===== config.mk =====
export PLATFORM = sky130hd
export DESIGN_NAME = sdiv_seq_flat
export DESIGN_NICKNAME = d
export VERILOG_FILES = /design/src/rtl/sdiv_pkg.sv /design/src/rtl/sdiv_seq_if.sv /design/src/rtl/sdiv_step.sv /design/src/rtl/sdiv_seq.sv /design/src/flat_wrapper.sv
export SDC_FILE = /design/constraint.sdc
export NUM_CORES = 1
export LEC_CHECK = 0
export ABC_AREA = 1
export CORE_ASPECT_RATIO = 0.5
export CORE_MARGIN = 2
export CORE_UTILIZATION = 40
export DETAILED_ROUTE_END_ITERATION = 16
export SYNTH_ARGS = -nofsm -noshare
export SYNTH_HDL_FRONTEND = slang
export SYNTH_SLANG_ARGS = --single-unit
export TNS_END_PERCENT = 1

===== constraint.sdc =====
create_clock -name clk -period 3.4 [get_ports clk]
set_input_delay 1.02 -clock clk [delete_from_list [all_inputs] [get_ports clk]]
set_output_delay 1.02 -clock clk [all_outputs]
set_load 0.005 [all_outputs]

===== src/rtl/sdiv_pkg.sv =====
// Shared types and constants for the sequential signed divider.
package sdiv_pkg;

  localparam int DEF_WIDTH = 16;
  localparam int CNT_W     = $clog2(DEF_WIDTH);

  typedef enum logic [1:0] {
    IDLE = 2'd0,
    CALC = 2'd1,
    FIX  = 2'd2
  } state_t;

endpackage


===== src/rtl/sdiv_seq_if.sv =====
// Request/result bundle of the sequential signed divider.
interface sdiv_seq_if #(parameter int WIDTH = sdiv_pkg::DEF_WIDTH);

  logic                 start;
  logic [2*WIDTH-1:0]   dividend;
  logic [WIDTH-1:0]     divisor;
  logic                 busy;
  logic                 done;
  logic [WIDTH-1:0]     quotient;
  logic [WIDTH-1:0]     remainder;
  logic                 div_by_zero;
  logic                 overflow;

  modport master (
    output start, dividend, divisor,
    input  busy, done, quotient, remainder, div_by_zero, overflow
  );

  modport slave (
    input  start, dividend, divisor,
    output busy, done, quotient, remainder, div_by_zero, overflow
  );

endinterface


===== src/rtl/sdiv_step.sv =====
// One restoring-division iteration: shift in a dividend bit, trial-subtract the divisor.
module sdiv_step
  import sdiv_pkg::*;
#(
  parameter int WIDTH = DEF_WIDTH
) (
  input  logic [WIDTH-1:0] pr_in,
  input  logic             bit_in,
  input  logic [WIDTH-1:0] dvs,
  output logic [WIDTH-1:0] pr_out,
  output logic             q_bit
);

  logic [WIDTH:0] shifted;

  // NOTE: every variable is assigned on every path through always_comb, so no latch is inferred.
  always_comb begin
    shifted = {pr_in, bit_in};
    q_bit   = (shifted >= {1'b0, dvs});
    // The kept remainder is always below |divisor|, so W bits hold it.
    pr_out  = q_bit ? WIDTH'(shifted - {1'b0, dvs}) : shifted[WIDTH-1:0];
  end

endmodule


===== src/rtl/sdiv_seq.sv =====
// Sequential signed divider: 2W/W -> W-bit quotient and remainder over W+1 cycles.
module sdiv_seq
  import sdiv_pkg::*;
#(
  parameter int WIDTH = DEF_WIDTH
) (
  input  logic       clk,
  input  logic       rst_n,
  sdiv_seq_if.slave  bus
);

  localparam int CW = $clog2(WIDTH);

  state_t           state;
  logic [CW-1:0]    cnt;
  logic [WIDTH-1:0] pr, dvd_lo, dvs_mag, q_acc;
  logic             sgn_dvd, sgn_dvs, dz, ovf;
  logic             busy_r, done_r, dz_r, ovf_r;
  logic [WIDTH-1:0] quo_r, rem_r;

  // Magnitudes of the raw inputs; the most negative values map onto 2^(n-1) unsigned.
  logic [2*WIDTH-1:0] dvd_abs;
  logic [WIDTH-1:0]   dvs_abs;
  logic               early_dz, early_ovf;

  assign dvd_abs   = bus.dividend[2*WIDTH-1] ? -bus.dividend : bus.dividend;
  assign dvs_abs   = bus.divisor[WIDTH-1]    ? -bus.divisor  : bus.divisor;
  assign early_dz  = (bus.divisor == '0);
  assign early_ovf = (dvd_abs[2*WIDTH-1:WIDTH] >= dvs_abs);

  logic [WIDTH-1:0] pr_nxt;
  logic             q_bit;

  sdiv_step #(.WIDTH(WIDTH)) u_step (
    .pr_in  (pr),
    .bit_in (dvd_lo[WIDTH-1]),
    .dvs    (dvs_mag),
    .pr_out (pr_nxt),
    .q_bit  (q_bit)
  );

  // Sign fix-up and late overflow on the unsigned quotient magnitude.
  logic             q_neg, late_ovf, any_flag;
  logic [WIDTH-1:0] fix_q, fix_r;

  assign q_neg    = sgn_dvd ^ sgn_dvs;
  assign late_ovf = q_neg ? (q_acc[WIDTH-1] && (|q_acc[WIDTH-2:0])) : q_acc[WIDTH-1];
  assign any_flag = dz | ovf | late_ovf;
  assign fix_q    = q_neg   ? -q_acc : q_acc;
  assign fix_r    = sgn_dvd ? -pr    : pr;

  // NOTE: datapath registers are reset along with the FSM so an aborted operation leaves no residue.
  always_ff @(posedge clk or negedge rst_n) begin
    if (!rst_n) begin
      state   <= IDLE;
      cnt     <= '0;
      pr      <= '0;
      dvd_lo  <= '0;
      dvs_mag <= '0;
      q_acc   <= '0;
      sgn_dvd <= 1'b0;
      sgn_dvs <= 1'b0;
      dz      <= 1'b0;
      ovf     <= 1'b0;
      busy_r  <= 1'b0;
      done_r  <= 1'b0;
      dz_r    <= 1'b0;
      ovf_r   <= 1'b0;
      quo_r   <= '0;
      rem_r   <= '0;
    end else begin
      // NOTE: non-blocking assignments so every register samples pre-edge values.
      done_r <= 1'b0;
      case (state)
        IDLE: begin
          if (bus.start) begin
            busy_r  <= 1'b1;
            pr      <= dvd_abs[2*WIDTH-1:WIDTH];
            dvd_lo  <= dvd_abs[WIDTH-1:0];
            dvs_mag <= dvs_abs;
            sgn_dvd <= bus.dividend[2*WIDTH-1];
            sgn_dvs <= bus.divisor[WIDTH-1];
            q_acc   <= '0;
            cnt     <= '0;
            dz      <= early_dz;
            ovf     <= !early_dz && early_ovf;
            state   <= (early_dz || early_ovf) ? FIX : CALC;
          end
        end
        CALC: begin
          pr     <= pr_nxt;
          dvd_lo <= dvd_lo << 1;
          q_acc  <= {q_acc[WIDTH-2:0], q_bit};
          cnt    <= cnt + 1'b1;
          if (cnt == CW'(WIDTH - 1)) state <= FIX;
        end
        FIX: begin
          busy_r <= 1'b0;
          done_r <= 1'b1;
          dz_r   <= dz;
          ovf_r  <= !dz && (ovf || late_ovf);
          quo_r  <= any_flag ? '0 : fix_q;
          rem_r  <= any_flag ? '0 : fix_r;
          state  <= IDLE;
        end
        default: state <= IDLE;
      endcase
    end
  end

  assign bus.busy        = busy_r;
  assign bus.done        = done_r;
  assign bus.quotient    = quo_r;
  assign bus.remainder   = rem_r;
  assign bus.div_by_zero = dz_r;
  assign bus.overflow    = ovf_r;

endmodule

===== src/flat_wrapper.sv =====
// flat-port wrapper written by rule: the top's interface ports become plain ports
module sdiv_seq_flat import sdiv_pkg::*;
#(
  parameter int WIDTH = DEF_WIDTH
)
  (clk, rst_n, bus_start, bus_dividend, bus_divisor, bus_busy, bus_done, bus_quotient, bus_remainder, bus_div_by_zero, bus_overflow);
  sdiv_seq_if #(.WIDTH(WIDTH)) bus_i ();
  input  logic clk;
  input  logic rst_n;
  input wire logic [$bits(bus_i.start)-1:0] bus_start;
  input wire logic [$bits(bus_i.dividend)-1:0] bus_dividend;
  input wire logic [$bits(bus_i.divisor)-1:0] bus_divisor;
  output wire logic [$bits(bus_i.busy)-1:0] bus_busy;
  output wire logic [$bits(bus_i.done)-1:0] bus_done;
  output wire logic [$bits(bus_i.quotient)-1:0] bus_quotient;
  output wire logic [$bits(bus_i.remainder)-1:0] bus_remainder;
  output wire logic [$bits(bus_i.div_by_zero)-1:0] bus_div_by_zero;
  output wire logic [$bits(bus_i.overflow)-1:0] bus_overflow;
  assign bus_i.start = bus_start;
  assign bus_i.dividend = bus_dividend;
  assign bus_i.divisor = bus_divisor;
  assign bus_busy = bus_i.busy;
  assign bus_done = bus_i.done;
  assign bus_quotient = bus_i.quotient;
  assign bus_remainder = bus_i.remainder;
  assign bus_div_by_zero = bus_i.div_by_zero;
  assign bus_overflow = bus_i.overflow;
  sdiv_seq #(.WIDTH(WIDTH)) u_core (.clk(clk), .rst_n(rst_n), .bus(bus_i));
endmodule

==> results.cfg, run 1 <==
[status]
status = finished clean

[global_routing]
grt_max_degree = 52
overflow = 0
antenna_found_initial = 0
grt_pass1_wl_um = 38940
track_usage_pct = 23.06
grt_pass1_vias = 7490

[floorplan]
initial_core_util_pct = 41.06
die_h_um = 104.3
rows = 36
die_x_um = 204.6
die-area_mm2 = 0.02133
pin_count = 87
core_mm2 = 0.01959

[sta]
hold_violations = 0
slew_headroom_pct = 38.08
max_freq_ghz = 0.3033
period_share_pct = 96.97
finalMaxSlewViolations = 0
fin_worst_skew_ps = 9.383
worst_pin_slew_ps = 927.5
setup_viol = 0
hold_ws_ps = 483.9
min_period_ps = 3297

[final_layout]
seq_area_mm2 = 0.002753
nets = 1422
drive_above_1_share_pct = 18.01
final_util_pct = 53.63
n_antenna_cell = 0
fillers = 1922
finalNonFillerCells = 1604
synthToLayoutAreaGrowth_pct = 30.61
design_area_mm2 = 0.01051
multi_input_area_mm2 = 0.004684

[detailed_routing]
wl_per_cell_um = 15.07
drt-pass1-iter-count = 5
antenna_left = 0
via_per_inst = 4.941
drc = 0
wl_um = 24170
via_count = 7925
drt_iter0_markers = 485

[place]
io_buffers = 86
dp_hpwl_um = 19010
gp_congestion = 0.9452
place_area_mm2 = 0.009928
dp_cells = 1584

[power_and_ir_drop]
power.density_mw_per_mm2 = 856.1
p_leak_nw = 5.335
peakVddDrop_v = 0.0004043

[setup_path]
start_kind = input port
arrival_ps = 3530
reg2reg_from = u_core.q_acc[0]$_DFFE_PN0P_
r2r_slack_ps = 980
worstPathRequired_ps = 3630
criticalPathCategory = in -> reg
crit_path_start = bus_dividend[17]
critPathCaptureType = flip-flop
path_max_fanout = 3

[clocking]
cts_hold_buffers = 0
root_buffer = clkbuf_16
clock_path_buffers = 2
numCtsBuffers = 9
h-tree-depth = 3
clkTransAtPathRegs_ps = 70
cts_tree = built
clock-sinks = 110
clkLatencyLatePin_ps = 360

[yosys]
yosys_register_bits = 110
synth_cell_type_count = 46
synthCells = 1154
synth_top_area_share_pct = 34.21
synth.avg_cell_area_um2 = 6.972
ys_seq_area_share_pct = 34.21
syn-cell-area_mm2 = 0.008045
yosysWarningCount = 0
synth_nets = 1243
synth_area_leaders = dfrtp_1 (34%), nand2_1 (16%), inv_1 (7.1%), ha_1 (5.8%), xor2_1 (5.4%)
yosysTopAreaCell = dfrtp_1

[min_path]
hp-start = u_core.bus.quotient[1]$_DFFE_PN0P_
hold_class = reg -> reg

[run]
max_cap_violations = 0
[critical path: stages]
cell and delay [ps]:
clkdlybuf4s50_1 450, buf_4 150, inv_1 60, nand3_1 80
nor2_1 130, nand3_1 150, nor2_2 180, inv_1 80
nand3b_1 90, nand2_2 90, ha_1 300, a21oi_1 130
o21ai_0 130, a21oi_2 160, nand3_2 140, nand2_1 90
o21ai_0 70
[metrics by stage]
step	power, W	setup WS (ps)	setup TNS (ps)
after floorplan	0.006141	397.6	0
after global placement	0.007683	-336.9	-967.7
after detailed placement	0.007741	-440.0	-1308
after CTS	0.008970	6.354	0
after global routing	0.009876	-51.99	-93.48
final	0.008996	103.2	0
[where the power goes]
group | total [W] | switching, W | leakage, nW | internal (W)
clock | 0.00118 | 0.000512 | 0.161 | 0.000673
sequential | 0.00232 | 0.000438 | 1.40 | 0.00188
combinational | 0.00549 | 0.00338 | 3.77 | 0.00211
[final cells by class]
cell class / count / share of cell area (%)
clock inverters: 6 / 0.8812
multi-input cells: 840 / 44.58
inverters: 171 / 6.109
well taps: 266 / 3.167
repair buffers: 201 / 16.79
clock buffers: 10 / 2.274
flip-flops and latches: 110 / 26.20
[registers in the layout (all words and copies together) (netlist names), 2 cells and up]
name                  cells
u_core.dvd_lo            16
u_core.pr                16
u_core.cnt                4
u_core.bus.remainder     16
u_core.state              2
u_core.q_acc             16
u_core.bus.quotient      16
u_core.dvs_mag           16
[cells in the mapped netlist (all sizes together)]
cell,instances
nand2,358
inv,170
dfrtp,110
nor2,109
o21ai,82
nand3,73
xor2,51
ha,37
a21oi,35
clkbuf,22
o22ai,16
xnor2,15
nor3,13
nand4,12
o211ai,12
buf,11
nand3b,5
o221ai,5
a21boi,2
a22o,2
a31oi,2
nor4,2
o31ai,2
or2,2
a211oi,1
a22oi,1
clkinv,1
fa,1
o21a,1
o21bai,1
[what timing repair did]
action | 4_1_cts | 5_1_grt
resized for setup | 1 | 61
pin swaps | 0 | 17
setup buffers | 0 | 4
endpoints found under the setup margin | 3 | 3
[layout by cell type (no fill, tap or decap), types with 6 or more instances in the layout]
cell and count:
a21oi_1 34, buf_4 114, clkbuf_16 9, clkdlybuf4s50_1 78, dfrtp_1 110, dlymetal6s2s_1 7, ha_1 35, inv_1 151
inv_2 19, nand2_1 347, nand2_2 9, nand3_1 66, nand4_1 11, nor2_1 73, nor2_2 28, nor2_4 8
nor3_1 11, o211ai_1 12, o21ai_0 55, o21ai_2 22, o22ai_1 16, xnor2_1 15, xor2_1 45, xor2_2 6
[metal layers]
layer	share of wire, %	up-vias	track usage, %	routed length [um]
li1	-	4024	-	-
met1	52	3688	35.66	12490
met2	41	198	33.08	9923
met3	6.3	15	4.198	1517
met4	0.96	0	4.555	231
met5	0	-	0	0
[logic make-up (layout without fill, tap and decap cells)]
| family | Yosys count | after routing | share of synthesized area [%] |
|---|---|---|---|
| AOI/OAI and AO/OA | 162 | 162 | 12.29 |
| xor gates and xnor gates | 66 | 66 | 7.278 |
| adders and majority gates | 38 | 38 | 6.003 |
| buffers and inverters | 204 | 388 | 10.05 |
| DFF | 110 | 110 | 34.21 |
| and+or+nand+nor | 574 | 574 | 30.17 |
[worst paths after layout]
check                                                            to  depth (start not counted)
worst max-delay path                         u_core.ovf$_DFFE_PN0P_                         17
worst min-delay path             u_core.bus.quotient[1]$_DFFE_PN0P_                          2
worst max register to register  u_core.bus.quotient[15]$_DFFE_PN0P_                         12
worst min register to register   u_core.bus.quotient[1]$_DFFE_PN0P_                          2
max in group asynchronous       u_core.bus.quotient[13]$_DFFE_PN0P_                          2
min in group asynchronous                  u_core.pr[4]$_DFFE_PN0P_                          1
No activity file was read; power rests on OpenSTA's default activity.
==> run 2: changes to the inputs <==
CAP_MARGIN = 20   (was unset)
==> results of run 2 <==
Final layout, timing and power as in run 1 (identical DEF).
